## config.mk

```make
export PLATFORM = sky130hd
export DESIGN_NAME = spram_rw_ctrl
export DESIGN_NICKNAME = d
export VERILOG_FILES = /design/src/rtl/spram_rw_ctrl.sv
export SDC_FILE = /design/constraint.sdc
export NUM_CORES = 1
export LEC_CHECK = 0
export ABC_AREA = 1
export ABC_CLOCK_PERIOD_IN_PS = 2300
export CAP_MARGIN = 10
export CORE_ASPECT_RATIO = 0.5
export CORE_MARGIN = 1.5
export CORE_UTILIZATION = 40
export DETAILED_ROUTE_END_ITERATION = 8
export PLACE_DENSITY = 0.68
export SYNTH_ARGS = -nofsm -noshare
export SYNTH_HDL_FRONTEND = slang
export SYNTH_SLANG_ARGS = --single-unit
```

## constraint.sdc

```tcl
create_clock -name i_clock -period 2.3 [get_ports i_clock]
set_input_delay 0.46 -clock i_clock [delete_from_list [all_inputs] [get_ports i_clock]]
set_output_delay 0.46 -clock i_clock [all_outputs]
set_load 0.01 [all_outputs]
```

## src/rtl/spram_rw_ctrl.sv

```systemverilog
// Single-port RAM access controller: arbitrates independent write and read request
// streams onto one RAM port, tracks read latency and returns read data in order
// through a credit-limited response FIFO.
module spram_rw_ctrl #(
  parameter int unsigned RAM_DO_REG    = 0,
  parameter int unsigned RAM_WIDTH     = 8,
  parameter int unsigned RAM_DEEP      = 10,
  parameter int unsigned RD_FIFO_DEPTH = 4
) (
  input  logic                                   i_clock,
  input  logic                                   i_reset,
  input  logic                                   i_wr_req_vld,
  output logic                                   o_wr_req_rdy,
  input  logic [RAM_DEEP-1:0]                    i_wr_addr,
  input  logic [RAM_WIDTH-1:0]                   i_wr_data,
  input  logic                                   i_rd_req_vld,
  output logic                                   o_rd_req_rdy,
  input  logic [RAM_DEEP-1:0]                    i_rd_addr,
  output logic                                   o_rd_rsp_vld,
  input  logic                                   i_rd_rsp_rdy,
  output logic [RAM_WIDTH-1:0]                   o_rd_rsp_data,
  output logic [$clog2(RD_FIFO_DEPTH+1)-1:0]     o_rd_outstanding,
  output logic                                   o_ram_wren,
  output logic                                   o_ram_ren,
  output logic [RAM_DEEP-1:0]                    o_ram_address,
  output logic [RAM_WIDTH-1:0]                   o_ram_wdata,
  input  logic [RAM_WIDTH-1:0]                   i_ram_q
);

  localparam int unsigned CntW = $clog2(RD_FIFO_DEPTH + 1);
  localparam int unsigned LatD = 1 + RAM_DO_REG;
  localparam int unsigned PtrW = (RD_FIFO_DEPTH > 1) ? $clog2(RD_FIFO_DEPTH) : 1;
  localparam logic [CntW-1:0] Credits = CntW'(RD_FIFO_DEPTH);
  localparam logic [PtrW-1:0] PtrLast = PtrW'(RD_FIFO_DEPTH - 1);

  logic                 r_prio_rd;
  logic [CntW-1:0]      r_outstanding;
  logic                 r_ram_wren;
  logic                 r_ram_ren;
  logic [RAM_DEEP-1:0]  r_ram_address;
  logic [RAM_WIDTH-1:0] r_ram_wdata;
  logic [LatD-1:0]      r_lat;
  logic [RAM_WIDTH-1:0] r_fifo [RD_FIFO_DEPTH];
  logic [PtrW-1:0]      r_wptr;
  logic [PtrW-1:0]      r_rptr;
  logic [CntW-1:0]      r_fcnt;

  logic w_rd_req;
  logic w_wr_req;
  logic w_gnt_rd;
  logic w_gnt_wr;
  logic w_push;
  logic w_pop;
  logic w_nempty;

  // Requests are masked during reset so nothing is accepted then.
  assign w_rd_req = i_rd_req_vld & (r_outstanding < Credits) & ~i_reset;
  assign w_wr_req = i_wr_req_vld & ~i_reset;
  assign w_gnt_rd = w_rd_req & (~w_wr_req | r_prio_rd);
  assign w_gnt_wr = w_wr_req & (~w_rd_req | ~r_prio_rd);
  assign w_push   = r_lat[LatD-1];
  assign w_nempty = (r_fcnt != '0);
  assign w_pop    = w_nempty & i_rd_rsp_rdy;

  assign o_wr_req_rdy     = w_gnt_wr;
  assign o_rd_req_rdy     = w_gnt_rd;
  assign o_rd_rsp_vld     = w_nempty;
  assign o_rd_rsp_data    = w_nempty ? r_fifo[r_rptr] : '0;
  assign o_rd_outstanding = r_outstanding;
  assign o_ram_wren       = r_ram_wren;
  assign o_ram_ren        = r_ram_ren;
  assign o_ram_address    = r_ram_address;
  assign o_ram_wdata      = r_ram_wdata;

  // Priority flag flips only on contended grants, giving R,W,R,W under contention.
  always_ff @(posedge i_clock) begin
    if (i_reset) begin
      r_prio_rd <= 1'b1;
    end else if (w_rd_req & w_wr_req) begin
      r_prio_rd <= ~r_prio_rd;
    end
  end

  // Registered command stage towards the RAM; address/wdata hold when idle.
  always_ff @(posedge i_clock) begin
    if (i_reset) begin
      r_ram_wren    <= 1'b0;
      r_ram_ren     <= 1'b0;
      r_ram_address <= '0;
      r_ram_wdata   <= '0;
    end else begin
      r_ram_wren <= w_gnt_wr;
      r_ram_ren  <= w_gnt_rd;
      if (w_gnt_wr) begin
        r_ram_address <= i_wr_addr;
        r_ram_wdata   <= i_wr_data;
      end else if (w_gnt_rd) begin
        r_ram_address <= i_rd_addr;
      end
    end
  end

  // Latency pipe: marks the cycle in which ram_q carries data for an issued read.
  always_ff @(posedge i_clock) begin
    if (i_reset) begin
      r_lat <= '0;
    end else begin
      r_lat <= (r_lat << 1) | LatD'(r_ram_ren);
    end
  end

  // Read credits: accepted reads not yet popped; a same-cycle accept and pop cancel.
  always_ff @(posedge i_clock) begin
    if (i_reset) begin
      r_outstanding <= '0;
    end else begin
      case ({w_gnt_rd, w_pop})
        2'b10:   r_outstanding <= r_outstanding + 1'b1;
        2'b01:   r_outstanding <= r_outstanding - 1'b1;
        default: r_outstanding <= r_outstanding;
      endcase
    end
  end

  // Response FIFO storage; contents need no reset since pointers and count do.
  always_ff @(posedge i_clock) begin
    if (w_push) begin
      r_fifo[r_wptr] <= i_ram_q;
    end
  end

  // Response FIFO pointers and occupancy; credits guarantee no overflow.
  always_ff @(posedge i_clock) begin
    if (i_reset) begin
      r_wptr <= '0;
      r_rptr <= '0;
      r_fcnt <= '0;
    end else begin
      if (w_push) begin
        r_wptr <= (r_wptr == PtrLast) ? '0 : r_wptr + 1'b1;
      end
      if (w_pop) begin
        r_rptr <= (r_rptr == PtrLast) ? '0 : r_rptr + 1'b1;
      end
      case ({w_push, w_pop})
        2'b10:   r_fcnt <= r_fcnt + 1'b1;
        2'b01:   r_fcnt <= r_fcnt - 1'b1;
        default: r_fcnt <= r_fcnt;
      endcase
    end
  end

endmodule

```

======== Word-level counts from Yosys, hierarchy flattened ========
Memory sizes are Yosys's and may differ from the RTL's. A register that Yosys moved wholly into a read port is not among the register bits.
Index checks and enable logic that the tools add are counted.
W data, S select, Z words.
storage, ports and cells
  register bits after elaboration ......... 32
  memory bits (writable) .................. 32
  bits of input ports ..................... 41
  output and inout bits ................... 34
  word-level logic and storage cells ...... 52
  memories ................................ 1
memories
  memory  depth  bits a word  read ports  clocked after memory_dff  write ports  line  source
  r_fifo  4      8            1           1                         1            43    logic [RAM_WIDTH-1:0] r_fifo [RD_FIFO_DEPTH];
operators by class
  add/sub/neg operators ................... 6
  order comparisons ....................... 1
  equality and inequality tests ........... 6
  muxes and demuxes ....................... 11
  bitwise logic cells ..................... 13
  reductions and logical operators ........ 4
operators with widths
  cell                   count
  $mux W10               2
  $pmux W3 S2            2
  $eq A2 B2 Y1 const B   4
  $mux W2                4
  $mux W8                1
  $and A1 B1 Y1          7
  $add A3 B1 Y3 const B  2
  $reduce_bool A2 Y1     3
  $sub A3 B1 Y3 const B  2
  $add A2 B1 Y2 const B  2
  $eq A2 B1 Y1 const B   2
  $not A1 Y1             4
  $lt A3 B3 Y1 const B   1
  $reduce_bool A3 Y1     1
  $mux W1                2
  $or A1 B1 Y1           2

======== Depth between registers and ports, before layout ========
Gate-level depths: netlist of the first run.
  word-level depth ........................ 7
  gate-level depth with buffers ........... 13
  gate-level depth less buffers ........... 13

======== Least setup slack after synthesis of the first run ========
No wires, ideal clock.
  kind .................................... input to register
  start ................................... input port i_reset
  end ..................................... register r_outstanding[1], in the netlist o_rd_outstanding[1]
  arrival ................................. 1.799 ns
  required time ........................... 2.230 ns
  slack ................................... 0.431 ns
  stages on the path ...................... 8
  buffers on the path ..................... 0
  cell sequence ........................... inv_2 > nand3_1 > a21oi_1 > inv_1 > ha_1 > inv_1 > fa_1 > a21oi_1
on the way
  word-level cells in the longest chain between the ends .. 7
ends and longest elaborated chain
  element                                            line    source
  start, declared                                    11      input logic i_reset,
  $not A1 Y1 (*)                                     57, 58
  $and A1 B1 Y1                                      58      assign w_wr_req = i_wr_req_vld & ~i_reset;
  $not A1 Y1                                         59      assign w_gnt_rd = w_rd_req & (~w_wr_req | r_prio_rd);
  $or A1 B1 Y1                                       59
  $and A1 B1 Y1 (*)                                  59
  named net o_rd_req_rdy                             17      output logic o_rd_req_rdy,
  $eq A2 B1 Y1 or $eq A2 B2 Y1 (tied branches)       117     case ({w_gnt_rd, w_pop})
  $pmux W3 S2 or $reduce_bool A2 Y1 (tied branches)  -
  end signal, assigned                               118     2'b10: r_outstanding <= r_outstanding + 1'b1;
  end signal, assigned                               119     2'b01: r_outstanding <= r_outstanding - 1'b1;
  end signal, assigned                               120     default: r_outstanding <= r_outstanding;
  end, declared                                      37      logic [CntW-1:0] r_outstanding;
The timed path passes the listed nets; every way through them passes the cells marked *.
A chain may end at the register's enable or synchronous reset.

==> reports/metrics.yaml, run 1 <==
placement:
  place_congestion: 0.7602
  placed_cell_area_um2: 3721
  portBuffers: 74
  dp_hpwl_um: 4425
  dp_cells: 486
routing:
  drc: 0
  top_layer_used: "met4"
  dr_wl_met2_um: 3217
  met1_length_um: 2775
  routed_via_density: 4.653
  route.met3.wl_um: 256
  postRouteAntennaNets: 0
  wl_per_cell_um: 12.58
  vias: 2336
  drt_first_pass_iters: 4
  wl_um: 6315
  drt_iter0_markers: 134
clocking:
  cts.path.max_buffers: 2
  clk_pin_slew_ps: 60
  cts_made_buffers: 9
  htree_levels: 3
  cts_setup_buffers: 0
  clock_latency_ps: 330
  cts_root_buf: "clkbuf_16"
  cts_tree: "built"
  clkSinkCount: 66
  hold_buffers: 0
setup_path:
  cp_num_buf_inv: 2
  reg2reg_from: "r_fcnt[0]"
  crit_path_max_incr_delay_ps: 570
  crit_chain: "buf_4 -> nor2_1 -> o21ai_0 -> a21oi_1 -> clkdlybuf4s50_1"
  end_kind: "output port"
  crit_path_start_kind: "register"
  ff2ff_path_depth: 11
  cp.arrival_ps: 1730
  crit_slowest_cell: "clkdlybuf4s50_1"
  cp_top_family: "buffers and inverters"
  path_class: "reg2out"
  crit_end: "o_rd_rsp_data[3]"
  worstPathMaxFanout: 8
  rr_endpoint: "r_fcnt[2]"
  reg2reg_slack_ps: 450
  required_ps: 1840
  path_depth: 5
global_route:
  antenna_found_initial: 0
  grt_max_degree: 29
  grt_pass1_wl_um: 10230
  grt_usage_pct: 17.28
  grt_pass1_vias: 2313
  grt-ovfl-total: 0
power_and_ir_drop:
  p_leak_nw: 1.752
  power.density_nw_per_um2: 970.9
  finalPower_w: 0.003902
  ir_drop_mv: 0.4765
sta:
  fin_skew_ps: 10.58
  finalSetupViolCount: 0
  max_freq_mhz: 457.3
  hold_viol: 0
  period_minus_slack_ps: 2187
  period_share_pct: 95.07
  relSlewSlack_pct: 73.16
  rsz0062_at_grt: "no"
  slew_viol_final: 0
  finalSetupTns_ps: 0
  worstMarginPinSlew_ps: 402.1
finish:
  stdcell_count: 502
  finish.utilization_pct: 59.06
  syn2layout_area_growth_pct: 39.77
  diodes: 0
  final_nets: 455
  nFillCells: 599
  regArea_um2: 1645
  multiInputGateArea_um2: 997.2
  fin_area_um2: 4019
  drive_gt1_share_pct: 9.512
die:
  std_cell_rows: 21
  die_h_um: 62.95
  fp.dieW_um: 122.9
  pin_count: 75
  die_area_um2: 7737
  core-area_um2: 6805
  start_util_pct: 42.25
synth:
  syn-cell-area_um2: 2875
  yosys.cell_types.count: 22
  synthCells: 323
  yosysTopAreaCell: "edfxtp_1"
  syn_nets: 373
  ys_warn_count: 0
  yosysSeqAreaShare_pct: 57.09
  synth_edf_count: 32
  async_reset_ff_share_pct: 0
  ys_ff_latch: 66
  synth_top_area_share_pct: 33.42
  yosysMostFrequentCell: "nor2_1"
  ys.flop_type: "dfxtp_1"
  avgSynthCellArea_um2: 8.902
  synthTopCellsByArea: "edfxtp_1, dfxtp_1, nor2_1, nand2_1, inv_1"
  synth_common_cells: "nor2_1, nand2_1, inv_1"
run:
  drv_cap: 0
worst_hold_path:
  hp-class: "reg2reg"
run_status:
  status: "complete, no violations"
-- registers in the layout, summed over array words and instances, names as in the netlist, named ones only --
register,flops
o_ram_wren,1
r_lat,1
r_prio_rd,1
r_fifo,32
r_rptr,2
r_wptr,2
o_rd_outstanding,3
o_ram_wdata,8
o_ram_ren,1
o_ram_address,10
r_fcnt,3
-- cell type report --
| type | instances | share of cell area [%] |
|---|---|---|
| inverters | 41 | 3.892 |
| repair buffers | 84 | 20.58 |
| well taps | 92 | 2.864 |
| clock buffers | 9 | 5.604 |
| clock inverters | 7 | 1.308 |
| flip-flops and latches | 66 | 40.94 |
| multi-input cells | 203 | 24.81 |
-- placed cells by master, fill, tap and decap left out --
master,n
dfxtp_4,1
a21oi_1,27
inv_2,4
o21ai_2,1
nor2_4,1
edfxtp_1,32
nor3_1,1
clkinvlp_4,4
clkdlybuf4s50_1,68
nor2_1,63
inv_4,1
o21ai_0,24
nor2_2,2
inv_1,36
nand2_4,2
nand3_1,24
nand2_1,39
clkbuf_16,9
fa_1,2
o21ai_1,9
ha_1,7
inv_6,2
dfxtp_1,33
nand2_2,1
dlygate4sd2_1,1
dlymetal6s2s_1,5
buf_4,10
clkinv_2,1
-- report_power, final --
group          switching (W)  internal, W  total [W]
Sequential         0.0000783      0.00136    0.00144
Clock               0.000506     0.000733    0.00124
Combinational       0.000664     0.000564    0.00123
-- metrics by stage --
step | setup WS, ps | hold WS [ps]
2_1_floorplan | 431.0 | 447.3
3_3_place_gp | -21.51 | 426.3
3_5_place_dp | -83.30 | 434.5
4_1_cts | 0.6070 | 450.2
5_1_grt | 0.02753 | 471.6
6_report | 113.3 | 439.6
-- timing repair --
action / CTS / global route
gates resized for setup: 3 / 10
endpoints found under the setup margin: 9 / 9
cloned: 0 / 0
-- worst min-delay path, stage by stage (launching register included) --
cell,delay [ps]
dfxtp_1,310
inv_1,50
nor2_1,30
-- kinds of logic after synthesis --
logic type      Yosys count  share of synthesized area, %
compound gates           61                         10.75
fa+ha+maj                 9                         4.439
buf+inv                  54                         8.311
flops                    66                         57.09
simple gates            133                         19.41
-- metal layers --
| layer | GRT usage (%) | vias up |
|---|---|---|
| met1 | 19.13 | 1068 |
| met2 | 30.63 | 46 |
| li1 | - | 1216 |
| met4 | 7.413 | 0 |
| met3 | 5.292 | 6 |
| met5 | 0 | - |
-- how the worst min path moves through the flow --
| stage | start | to | cells after the start |
|---|---|---|---|
| after floorplan | o_ram_ren | r_lat | 2 |
| after global placement | o_ram_ren | r_lat | 2 |
| after detailed placement | o_ram_ren | r_lat | 2 |
| after CTS | o_ram_ren | r_lat | 2 |
| after global routing | o_ram_ren | r_lat | 2 |
| final | o_ram_ren | r_lat | 2 |
Power figures use the tool's default switching activity.
==> inputs of run 2 (changes only) <==
--- a/config.mk
+++ b/config.mk
@@ -6,13 +6,13 @@
 export NUM_CORES = 1
 export LEC_CHECK = 0
 export ABC_AREA = 1
-export ABC_CLOCK_PERIOD_IN_PS = 2300
+export ABC_CLOCK_PERIOD_IN_PS = 1900
 export CAP_MARGIN = 10
 export CORE_ASPECT_RATIO = 0.5
 export CORE_MARGIN = 1.5
 export CORE_UTILIZATION = 40
 export DETAILED_ROUTE_END_ITERATION = 8
-export PLACE_DENSITY = 0.68
+export PLACE_DENSITY = 0.7
 export SYNTH_ARGS = -nofsm -noshare
 export SYNTH_HDL_FRONTEND = slang
 export SYNTH_SLANG_ARGS = --single-unit
==> constraint.sdc (replaced) <==
create_clock -name i_clock -period 1.9 [get_ports i_clock]
set_input_delay 0.38 -clock i_clock [delete_from_list [all_inputs] [get_ports i_clock]]
set_output_delay 0.38 -clock i_clock [all_outputs]
set_load 0.01 [all_outputs]
==> reports/metrics.yaml, run 2 (same netlist as run 1, synthesis figures left out) <==
finish:
  finish.utilization_pct: 59.22  # +0.17 points
  layout_common_cells: "nor2_1, clkdlybuf4s50_1, nand2_1, inv_1, dfxtp_1"
  largest-register: "r_fifo"
  stdcell_count: 507  # +1.0%
  nFillCells: 593  # -1.0%
  final_common_cell: "nor2_1"
  drive_gt1_share_pct: 13.01  # +3.5 points
  multiInputGateArea_um2: 1020  # +2.3%
  final_nets: 460  # +1.1%
  regArea_um2: 1645  # unchanged
  syn2layout_area_growth_pct: 40.17
  diodes: 0  # unchanged
  largest_reg_flops: 32  # unchanged
setup_path:
  crit_path_max_incr_delay_ps: 380  # -190 ps
  worstPathMaxFanout: 8  # unchanged
  crit_path_start_kind: "register"
  cp.arrival_ps: 1430  # -300 ps
  cp_num_buf_inv: 2  # unchanged
  rr_endpoint: "r_fcnt[2]"
  crit_chain: "buf_6 -> nor2_1 -> nor2_1 -> o21ai_0 -> a21oi_1 -> dlygate4sd2_1"
  path_class: "reg2out"
  end_kind: "output port"
  reg2reg_slack_ps: 150  # -300 ps
  ff2ff_path_depth: 13  # +2
  reg2reg_from: "r_fcnt[1]"
  cp_top_family: "buffers and inverters"
  crit_slowest_cell: "dfxtp_4"
  crit_top_cell: "nor2_1"
  required_ps: 1520  # -320 ps
routing:
  route.met3.wl_um: 324  # +27%
  routed_via_density: 4.607  # -0.99%
  drt_iter0_markers: 99  # -26%
  wl_um: 6093  # -3.5%
  postRouteAntennaNets: 0  # unchanged
  vias: 2336  # unchanged
  wl_per_cell_um: 12.02  # -4.5%
  top_layer_used: "met4"
  drc: 0  # unchanged
  drt_first_pass_iters: 4  # unchanged
  dr_wl_met2_um: 3153  # -2.0%
  met1_length_um: 2550  # -8.1%
die:
  core-area_um2: 6805  # unchanged
  die_h_um: 62.95  # unchanged
  std_cell_rows: 21  # unchanged
  fp.dieW_um: 122.9  # unchanged
  pin_count: 75  # unchanged
  start_util_pct: 42.25  # unchanged
  die_area_um2: 7737  # unchanged
worst_hold_path:
  worstHoldStart: "o_ram_ren"
  whs_path_depth: 2  # unchanged
  hp-class: "reg2reg"
  hold_end: "r_lat"
sta:
  hold_viol: 0  # unchanged
  finalSetupViolCount: 0  # unchanged
  period_share_pct: 95.09
  max_freq_mhz: 553.5
  relSlewSlack_pct: 74.99  # +1.8 points
  period_minus_slack_ps: 1807
  worstMarginPinSlew_ps: 374.8  # -27.30 ps
  rsz0062_at_grt: "no"
  slew_viol_final: 0  # unchanged
  finalSetupTns_ps: 0  # unchanged
  fin_skew_ps: 4.920  # -5.664 ps
run:
  drv_cap: 0  # unchanged
placement:
  portBuffers: 74  # unchanged
  dp_hpwl_um: 4386  # -0.88%
  place_congestion: 0.7831  # +3.0%
  dp_cells: 491  # +1.0%
clocking:
  cts.path.max_buffers: 2  # unchanged
  cts_tree: "built"
  cts_root_buf: "clkbuf_16"
  htree_levels: 3  # unchanged
  clkSinkCount: 66  # unchanged
  clock_latency_ps: 310  # -20 ps
  hold_buffers: 0  # unchanged
  clk_pin_slew_ps: 50  # about the same
  cts_made_buffers: 9  # unchanged
power_and_ir_drop:
  finalPower_w: 0.004668  # +20%
  p_leak_nw: 1.743  # -0.52%
  ir_drop_mv: 0.5656  # +19%
  power.density_nw_per_um2: 1158  # +19%
global_route:
  grt_pass1_wl_um: 10100  # -1.3%
  grt_usage_pct: 16.90  # -0.38 points
  grt-ovfl-total: 0  # unchanged
  grt_max_degree: 29  # unchanged
  antenna_found_initial: 0  # unchanged
  grt_pass1_vias: 2328  # +0.65%
run_status:
  status: "complete, no violations"
run 2: where the power goes:
group	switching, W	internal [W]
Sequential	0.0000897	0.00164
Clock	0.000540	0.000869
Combinational	0.000841	0.000684
Total	0.00147	0.00320
run 2: worst max-delay path by stage:
stage | start | to | cells past startpoint
2_1_floorplan | o_rd_outstanding[2] | o_rd_outstanding[1] | 8
3_3_place_gp | i_wr_req_vld | o_wr_req_rdy | 6
3_5_place_dp | i_reset | o_rd_outstanding[2] | 14
4_1_cts | register | o_rd_rsp_data[0] | 4
5_1_grt | r_fcnt[1] | r_fcnt[2] | 12
6_report | register | o_rd_rsp_data[1] | 6
run 2: cell type report:
class	count	area share, %
timing repair buffer	89	20.61
multi-input combinational	203	25.30
tap	92	2.856
clock buffer	10	5.681
inverter	41	3.881
clock inverter	6	0.8382
sequential	66	40.83
run 2: routing by layer:
layer | up-vias | GRT usage [%]
li1 | 1221 | -
met1 | 1058 | 18.36
met2 | 47 | 31.11
met3 | 10 | 5.748
met4 | 0 | 4.797
met5 | - | 0
run 2: worst reg2reg max path, stage by stage (launching register included):
cell and delay (ps):
dfxtp_1 330, inv_1 80, nand3_2 110, nand2_2 80, inv_2 60, ha_2 170, inv_1 60, fa_1 380
inv_1 70, nand2_1 60, nand3_1 90, nand2_1 60, nand2_1 50, nor2_1 50
run 2: metrics by stage:
stage / hold slack, ps / setup slack [ps] / instance area [um^2]
after floorplan: 447.3 / 93.22 / 2875
after global placement: 425.7 / -289.5 / 3759
after detailed placement: 432.4 / -335.9 / 3759
after CTS: 447.8 / -226.3 / 4009
after global routing: 460.6 / 6.799 / 4030
final: 435.1 / 93.28 / 4030
run 2: repair_timing:
item	CTS	global route
hold endpoints to repair	0	0
pin swaps	0	2
buffers inserted	0	0
endpoints found under the setup margin	11	11
gates resized for setup	13	26
